--- config.mk ---
export PLATFORM = sky130hd
export DESIGN_NAME = piso_stream
export DESIGN_NICKNAME = d
export VERILOG_FILES = /design/src/rtl/piso_stream.sv
export SDC_FILE = /design/constraint.sdc
export NUM_CORES = 1
export LEC_CHECK = 0
export ABC_CLOCK_PERIOD_IN_PS = 1800
export CORE_ASPECT_RATIO = 0.7
export CORE_MARGIN = 2
export CORE_UTILIZATION = 49
export CTS_BUF_LIST = sky130_fd_sc_hd__clkbuf_4
export DETAILED_ROUTE_END_ITERATION = 8
export PLACE_DENSITY = 0.86
export SYNTH_ARGS = -nofsm -noshare
export SYNTH_HDL_FRONTEND = slang
export SYNTH_SLANG_ARGS = --single-unit
--- constraint.sdc ---
create_clock -name clk -period 1.8 [get_ports clk]
set_clock_uncertainty 0.15 [all_clocks]
set_input_delay 0.27 -clock clk [delete_from_list [all_inputs] [get_ports clk]]
set_output_delay 0.27 -clock clk [all_outputs]
set_load 0.05 [all_outputs]
--- src/rtl/piso_stream.sv ---
// Parallel-in/serial-out stage: pops words from a first-word-fall-through FIFO and
// streams them as SYM_W-bit symbols with backpressure, frame markers and a one-word prefetch.
module piso_stream #(
    parameter int WORD_W    = 16,
    parameter int SYM_W     = 2,
    parameter int LSB_FIRST = 0
) (
    input  logic              clk,
    input  logic              rst,
    input  logic [WORD_W-1:0] fifo_data_i,
    input  logic              fifo_empty_i,
    output logic              fifo_rd_en_o,
    output logic [SYM_W-1:0]  data_serial_o,
    output logic              valid_serial_o,
    input  logic              ready_serial_i,
    output logic              first_serial_o,
    output logic              last_serial_o,
    output logic              busy_o
);

    localparam int NSYM  = WORD_W / SYM_W;
    localparam int CNT_W = (NSYM > 1) ? $clog2(NSYM) : 1;
    localparam logic [CNT_W-1:0] CNT_LAST = CNT_W'(NSYM - 1);
    localparam logic [CNT_W-1:0] CNT_ZERO = {CNT_W{1'b0}};
    localparam logic [CNT_W-1:0] CNT_ONE  = CNT_W'(1);

    typedef enum logic [0:0] {
        S_EMPTY = 1'b0,
        S_SHIFT = 1'b1
    } state_t;

    state_t            state_r, state_s;
    logic [WORD_W-1:0] sreg_r, sreg_s;
    logic [WORD_W-1:0] pbuf_r, pbuf_s;
    logic              pbuf_v_r, pbuf_v_s;
    logic [CNT_W-1:0]  cnt_r, cnt_s;
    logic [WORD_W-1:0] shift_s;
    logic              xfer_s;

    // The prefetch slot refills whenever it is empty, so at most one word is outstanding
    assign fifo_rd_en_o = !rst && !fifo_empty_i && !pbuf_v_r;
    assign xfer_s       = (state_r == S_SHIFT) && ready_serial_i;

    generate
        if (LSB_FIRST != 0) begin : g_lsb
            assign shift_s       = sreg_r >> SYM_W;
            assign data_serial_o = sreg_r[SYM_W-1:0];
        end else begin : g_msb
            assign shift_s       = sreg_r << SYM_W;
            assign data_serial_o = sreg_r[WORD_W-1 -: SYM_W];
        end
    endgenerate

    assign valid_serial_o = (state_r == S_SHIFT);
    assign first_serial_o = (state_r == S_SHIFT) && (cnt_r == CNT_ZERO);
    assign last_serial_o  = (state_r == S_SHIFT) && (cnt_r == CNT_LAST);
    assign busy_o         = (state_r == S_SHIFT) || pbuf_v_r;

    // Next-state logic for the shifter FSM, symbol counter and prefetch buffer
    always_comb begin
        state_s  = state_r;
        sreg_s   = sreg_r;
        cnt_s    = cnt_r;
        pbuf_s   = pbuf_r;
        pbuf_v_s = pbuf_v_r;
        if (fifo_rd_en_o) begin
            pbuf_s   = fifo_data_i;
            pbuf_v_s = 1'b1;
        end else begin
            pbuf_s = pbuf_r;
        end
        case (state_r)
            S_EMPTY: begin
                if (pbuf_v_r) begin
                    sreg_s   = pbuf_r;
                    cnt_s    = CNT_ZERO;
                    pbuf_v_s = 1'b0;
                    state_s  = S_SHIFT;
                end else begin
                    state_s = S_EMPTY;
                end
            end
            S_SHIFT: begin
                if (xfer_s) begin
                    // Loading on the last transfer keeps words back-to-back with no gap
                    if (cnt_r == CNT_LAST) begin
                        if (pbuf_v_r) begin
                            sreg_s   = pbuf_r;
                            cnt_s    = CNT_ZERO;
                            pbuf_v_s = 1'b0;
                            state_s  = S_SHIFT;
                        end else begin
                            state_s = S_EMPTY;
                        end
                    end else begin
                        sreg_s = shift_s;
                        cnt_s  = cnt_r + CNT_ONE;
                    end
                end else begin
                    state_s = S_SHIFT;
                end
            end
            default: begin
                state_s = S_EMPTY;
            end
        endcase
    end

    // State registers; reset flushes both the partial word and any prefetched word
    always_ff @(posedge clk) begin
        if (rst) begin
            state_r  <= S_EMPTY;
            sreg_r   <= {WORD_W{1'b0}};
            pbuf_r   <= {WORD_W{1'b0}};
            pbuf_v_r <= 1'b0;
            cnt_r    <= CNT_ZERO;
        end else begin
            state_r  <= state_s;
            sreg_r   <= sreg_s;
            pbuf_r   <= pbuf_s;
            pbuf_v_r <= pbuf_v_s;
            cnt_r    <= cnt_s;
        end
    end

endmodule

# --- Word level (Yosys, flattened, before mapping) ---
# Index checks and enable logic that the tools add are counted.
classes:
  muxes: 17
  reduce_logical: 10
  bitwise: 1
  addsub: 1
  n_eq_ne: 2
ops:
  columns: ["op", "count"]
  rows:
  - ["$mux W16", 3]
  - ["$pmux W16 S2", 1]
  - ["$mux W3", 3]
  - ["$mux W1", 7]
  - ["$pmux W3 S2", 1]
  - ["$logic_and A1 B1 Y1", 5]
  - ["$pmux W1 S2", 2]
  - ["$add A3 B1 Y3 const B", 1]
  - ["$eq A3 B3 Y1 const B", 1]
  - ["$logic_not A1 Y1", 3]
  - ["$logic_not A3 Y1", 1]
  - ["$ne A2 B1 Y1 const B", 1]
  - ["$logic_or A1 B1 Y1", 1]
  - ["$not A1 Y1", 1]
totals:
  ff_bits: 37
  wordCells: 36
  output_inout_bits: 7
  input_bits: 20

# --- Logic depth before layout (Yosys ltp) ---
# Gate-level depths: netlist of run 1.
logic_depth:
  depth_word: 8
  mapped_depth: 7
  mapped_depth_nobuf: 5

# --- Least setup slack after synthesis of run 1 ---
# OpenSTA, ideal clock, no wires.
synth_path:
  path_type: "register to output"
  start: "register cnt_r[0]"
  end: "output last_serial_o"
  setup_slack_ps: -193
  path_stages_with_launch: 6
  arrival_time_ps: 1573
  cell_sequence: "dfxtp_1 -> ha_1 -> ha_1 -> buf_2 -> buf_1 -> and2_1"
synth_between:
  elab_chain_len: 2
synth_lines:
  columns: ["element", "line_no", "rtl"]
  rows:
  - ["from (decl)", "36", "logic [CNT_W-1:0] cnt_r, cnt_s;"]
  - ["from (signal assigned)", "122", "cnt_r <= cnt_s;"]
  - ["$eq A3 B3 Y1", "56", "assign last_serial_o = (state_r == S_SHIFT) && (cnt_r == CNT_LAST);"]
  - ["$logic_and A1 B1 Y1", "56", null]
  - ["to (decl)", "17", "output logic last_serial_o,"]
# No other way between the ends.

# --- Final worst setup path of run 1 ---
layout_path:
  start: "register cnt_r[0]"
  end: "register sreg_r[8]"
layout_between:
  elab_chain_len: 4
layout_lines:
  columns: ["element", "line_no", "rtl"]
  rows:
  - ["$eq A3 B3 Y1", "86", "if (cnt_r == CNT_LAST) begin"]
  - ["$mux W16", "86", null]
  - ["$mux W16", "84", "if (xfer_s) begin"]
  - ["$pmux W16 S2", "72", "case (state_r)"]
  - ["to (signal assigned)", "113", "sreg_r <= {WORD_W{1'b0}};"]
  - ["to (signal assigned)", "119", "sreg_r <= sreg_s;"]
  - ["to (decl)", "33", "logic [WORD_W-1:0] sreg_r, sreg_s;"]
# No other way between the ends. The select of a mux whose other input is x is not followed.
# A chain may end at the register's enable or synchronous reset.

==> results of run 1 <==
==> area by class of cell <==
type / count / area, µm² / share of cell area
clock buffers: 6 / 45.04 / 0.02043
clock inverters: 2 / 33.78 / 0.01532
inverters: 7 / 28.78 / 0.01305
multi-input cells: 122 / 853.3 / 0.3871
flip-flops and latches: 37 / 747.0 / 0.3388
well taps: 38 / 47.55 / 0.02157
repair buffers: 43 / 449.2 / 0.2037
==> cells in the mapped netlist <==
library cell	count	area share
and2_1	2	0.0076
nor2_1	14	0.032
o21ai_0	15	0.045
o221a_2	13	0.089
inv_1	5	0.011
o311ai_0	1	0.0053
nand3_1	1	0.0030
a21bo_4	1	0.0099
o21ai_1	1	0.0030
o211ai_1	2	0.0091
o32ai_1	2	0.011
nand2b_1	17	0.064
nand2_2	1	0.0038
buf_4	3	0.014
buf_1	1	0.0023
o32a_1	1	0.0061
a21oi_1	15	0.045
ha_1	4	0.030
buf_6	2	0.014
nand3b_1	1	0.0045
or4b_1	1	0.0061
nand4b_1	3	0.016
nor2b_1	1	0.0038
nand2_1	20	0.045
a2bb2oi_4	1	0.016
mux2i_1	1	0.0061
dfxtp_1	37	0.45
inv_2	2	0.0045
buf_2	5	0.015
clkbuf_1	5	0.011
a31oi_1	2	0.0076
nor3_2	1	0.0061
or3_1	1	0.0038
==> worst max-delay path, cell delays in order, from the launching register on <==
cell	delay, ns
dfxtp_4	0.38
ha_4	0.17
ha_4	0.16
buf_4	0.14
a21bo_4	0.21
nand2_2	0.24
o221a_2	0.23
==> routing by layer <==
metal	wire length, µm	GRT usage	up-vias
met5	0	0	-
met1	1763	0.2778	679
met3	183	0.07885	8
met4	76	0.03939	0
li1	-	-	706
met2	1643	0.3063	32
==> flip-flops by register name, indices dropped and copies added (netlist names) <==
| signal | flops |
|---|---|
| pbuf_r | 16 |
| sreg_r | 16 |
| cnt_r | 3 |
| pbuf_v_r | 1 |
| valid_serial_o | 1 |
==> power breakdown <==
group	switching [mW]	total, mW	internal (mW)
Sequential	0.0470	0.932	0.885
Combinational	0.169	0.352	0.182
Clock	0.263	0.567	0.304
Total	0.479	1.85	1.37
==> repair_timing <==
item	4_1_cts	5_1_grt
setup endpoints to repair	15	18
pin swaps	0	4
setup buffers	3	1
gates resized for setup	5	12
==> worst paths after layout <==
path                        start    endpoint  slack [ns]  cells past startpoint
setup / recovery         cnt_r[0]   sreg_r[8]        0.05                      6
hold / removal    fifo_data_i[14]  pbuf_r[14]        0.32                      3
setup reg to reg         cnt_r[0]   sreg_r[8]        0.05                      6
hold reg to reg        pbuf_r[14]  pbuf_r[14]        0.33                      2
==> per-stage QoR <==
stage,setup slack (ns),std cells,cell area [µm²]
floorplan,-0.07677,182,1655
CTS,0.003255,254,2151
global route,-0.002257,255,2205
detailed placement,-0.04208,243,2032
global placement,0.009705,243,2032
finish,0.04756,255,2205
==> cells by family (layout without fill, tap and decap cells) <==
kind of cell / count (synthesis) / count (layout) / synth area share
buffers and inverters: 23 / 58 / 0.07197
AOI/OAI and AO/OA: 54 / 54 / 0.2470
adders and majority gates: 4 / 4 / 0.03030
DFF: 37 / 37 / 0.4485
and+or+nand+nor: 63 / 63 / 0.1962
muxes: 1 / 1 / 0.006061
==> run metrics, run 1 <==
status=finished, final reports clean; total CTS buffers=5; Final Hold Viols=0; slew margin rel.=0.6925; most common cell after layout, fill and taps aside=dfxtp_1; Placer Congestion=0.7977; setup TNS=0 ns; drt first pass iters=4; DP HPWL=2.397 mm; Max IR drop VDD=0.5789 mV; Fin Hold WS=0.3168 ns; initial antenna violation count=0; DIE AREA=0.003858 mm²; ANT cells=0; YS warnings=0; Mapped Nets=206; synthesized area per cell=9.075 µm²; Tmin final=1.752 ns; total track usage=0.2033; DRC violations left=0; layout cell share with drive strength beyond 1=0.2765; routed wire length per instance=14.38 µm; die width=73.39 µm; Hold Path Class=in2reg; Hold Buf Count CTS=0; 1st-iter DRT viols=95; routed vias/inst=5.588; Power Total=1.851 mW; P_leak=0.8251 nW; MaxCap Viol Count=0; CTS root buf=clkbuf_4; Die Ht=52.58 µm; post-synthesis register bit count=37; Initial Utilization=0.5176; endpoint class of the critical path=register; Pwr Density=839.7 mW/mm²; std cell rows=17; Cells after Synth=182; CTS H-tree lvls=2; actual slew at the worst max-slew pin=0.4612 ns; most frequent cells in the layout=dfxtp_1 (34), nand2_1 (19), clkdlybuf4s50_1 (19); Vias=1425; Max Clock Freq=0.5706 GHz; CTS tree=yes; Sink Count=37; Nets=240; first-pass GRT wire length=5.906 mm; vias in the first global route=1289; total wire length=3.666 mm; Netlist cell types=33; critical path class=reg2reg; Req. time, crit path=1.92 ns; area of the core=0.003191 mm²; Final Core Density=0.6910; Slew Viols, Final=0; GR Overflow Total=0; Final Setup Violations=0; Final Cycle Share=0.9736; filler instances=260; Worst setup SP type=register; Netlist Area Pre-Place=0.001652 mm²; CTS max path bufs=2; post-synthesis sequential area ratio=0.4485; CP Data Arrival Time=1.88 ns; I/O pin count=27; IO Port Bufs=26; synthesis-to-layout area growth=33.48%; clk slew on worst S/H paths=0.11 ns; Clock Latency Late Sink=0.33 ns; crit-path max FO=15; largest net degree at the start of global routing=21; Final ANT Viol Nets=0
No activity file was read; power rests on OpenSTA's default activity.
==> run 2, diff against run 1 <==
--- a/config.mk
+++ b/config.mk
@@ -12,6 +12,7 @@
 export CTS_BUF_LIST = sky130_fd_sc_hd__clkbuf_4
 export DETAILED_ROUTE_END_ITERATION = 8
 export PLACE_DENSITY = 0.86
+export SKIP_CTS_REPAIR_TIMING = 1
 export SYNTH_ARGS = -nofsm -noshare
 export SYNTH_HDL_FRONTEND = slang
 export SYNTH_SLANG_ARGS = --single-unit
==> run 2 against run 1 <==
Effect of this change: combinational power hardly changed; sequential share of layout area grew 0.077 points; total power is 0.19% lower; worst hold slack better by 0.0025 ns; first-iteration DRC count decreased by 6.3%; maximum frequency shrank 0.95%; flip-flop and latch count stayed put; sequential power barely moved; largest cell class unchanged.
==> run metrics, run 2 (synthesis results as in run 1) <==
Initial Utilization=0.5176 (unchanged); DIE AREA=0.003858 mm² (unchanged); drt first pass iters=4 (unchanged); DP HPWL=2.397 mm (unchanged); hold path depth=3 (unchanged); synthesis-to-layout area growth=33.18%; Vias=1381 (-3.1%); Top cell by count, worst path=ha_4; total wire length=3.499 mm (-4.6%); Final Hold Viols=0 (unchanged); endpoint class of the critical path=register; CTS max path bufs=2 (unchanged); routed wire length per instance=13.72 µm (-4.6%); Tmin final=1.769 ns (+0.01673 ns); most common cell after layout, fill and taps aside=dfxtp_1; Worst path slowest cell=dfxtp_4; CP max stage delay=0.38 ns (about the same); largest registers=pbuf_r (16), sreg_r (16), cnt_r (3); I/O pin count=27 (unchanged); GR Overflow Total=0 (unchanged); setup slack, reg-to-reg=0.03 ns (-0.02 ns); Hold Path Origin=fifo_data_i[14]; Final WS setup=0.03083 ns (-0.01673 ns); Final Cycle Share=0.9829 (+0.009296); P_leak=0.8232 nW (-0.23%); MaxCap Viol Count=0 (unchanged); slew margin rel.=0.7008 (+0.008276); Pwr Density=840.0 mW/mm² (about the same); IO Port Bufs=26 (unchanged); Fin Hold WS=0.3192 ns (+0.002459 ns); CP Data Arrival Time=1.89 ns (about the same); actual slew at the worst max-slew pin=0.4488 ns (-0.01241 ns); largest net degree at the start of global routing=21 (unchanged); CTS tree=yes; Worst setup SP type=register; worst slack, placed=-0.04208 ns (unchanged); Req. time, crit path=1.92 ns (about the same); Final ANT Viol Nets=0 (unchanged); Final Setup Violations=0 (unchanged); total track usage=0.1975 (-0.005773); Worst R2R Path Depth=6 (unchanged); r2r endpoint=sreg_r[8]; Hold Path End=pbuf_r[14]; most frequent cells in the layout=dfxtp_1 (34), nand2_1 (19), clkdlybuf4s50_1 (19); Hold Path Class=in2reg; clk slew on worst S/H paths=0.11 ns (about the same); 1st-iter DRT viols=89 (-6.3%); CTS root buf=clkbuf_4; first-pass GRT wire length=5.782 mm (-2.1%); routed vias/inst=5.416 (-3.1%); Max Clock Freq=0.5652 GHz (-0.95%); layout cell share with drive strength beyond 1=0.2765 (unchanged); initial antenna violation count=0 (unchanged); crit-path cells=ha_4 -> ha_4 -> buf_4 -> a21bo_4 -> nand2_2 -> o221a_2; Clock Latency Late Sink=0.33 ns (about the same); die width=73.39 µm (unchanged); DRC violations left=0 (unchanged); Max IR drop VDD=0.5675 mV (-2.0%); Nets=240 (unchanged); CTS H-tree lvls=2 (unchanged); Area after DPL=0.002032 mm² (unchanged); Slew Viols, Final=0 (unchanged); vias in the first global route=1257 (-2.5%); total CTS buffers=5 (unchanged); critical path class=reg2reg; Placer Congestion=0.7977 (unchanged); Die Ht=52.58 µm (unchanged); worst r2r src=cnt_r[0]; Sink Count=37 (unchanged); ANT cells=0 (unchanged); design area=0.002200 mm² (-0.23%); crit-path max FO=15 (unchanged); std cell rows=17 (unchanged); status=finished, final reports clean; area of the core=0.003191 mm² (unchanged)
run 2: cell counts in the layout (fill, tap and decap cells not counted):
No cell type changed its count.
run 2: worst max-delay path: cells and delay by family, from the launching register on:
family                   cells  cell delay [ns]
flip-flops                   1             0.38
adder cells (fa/ha/maj)      2             0.35
AND/OR/NAND/NOR              1             0.25
AO/OA/AOI/OAI                2             0.45
buffers and inverters        1             0.14
run 2: routing by layer:
metal  part of all wire  global-route usage  vias up
li1                   -                   -      706
met1               0.52              0.2707      648
met2               0.43              0.2973       25
met3              0.045             0.07692        2
met4             0.0029             0.03636        0
met5                  0                   0        -
run 2: how the worst max path moves through the flow:
stage / from / endpoint
floorplan: cnt_r[0] / last_serial_o
global placement: cnt_r[0] / sreg_r[4]
detailed placement: cnt_r[1] / sreg_r[7]
CTS: cnt_r[1] / last_serial_o
global route: cnt_r[0] / sreg_r[7]
finish: cnt_r[0] / sreg_r[8]
run 2: area by class of cell:
cell class                 instances  area, µm²
multi-input combinational        122      848.3
sequential                        37      747.0
tap                               38      47.55
clock buffer                       6      45.04
clock inverter                     2      33.78
inverter                           7      28.78
fill                             257      991.0
timing repair buffer              43      449.2
run 2: power by group:
part	internal, mW	switching, mW
combinational	0.183	0.167
clock	0.304	0.262
sequential	0.885	0.0466
total	1.37	0.475
run 2: metrics by stage:
step	util	instances	setup TNS [ns]	power, mW
2_1_floorplan	-	182	-0.07677	1.152
3_3_place_gp	0.6369	243	0	1.278
3_5_place_dp	0.6369	243	-0.4608	1.288
4_1_cts	0.6616	251	-0.6939	1.844
5_1_grt	0.6894	255	-0.009598	1.938
6_report	0.6894	255	0	1.848
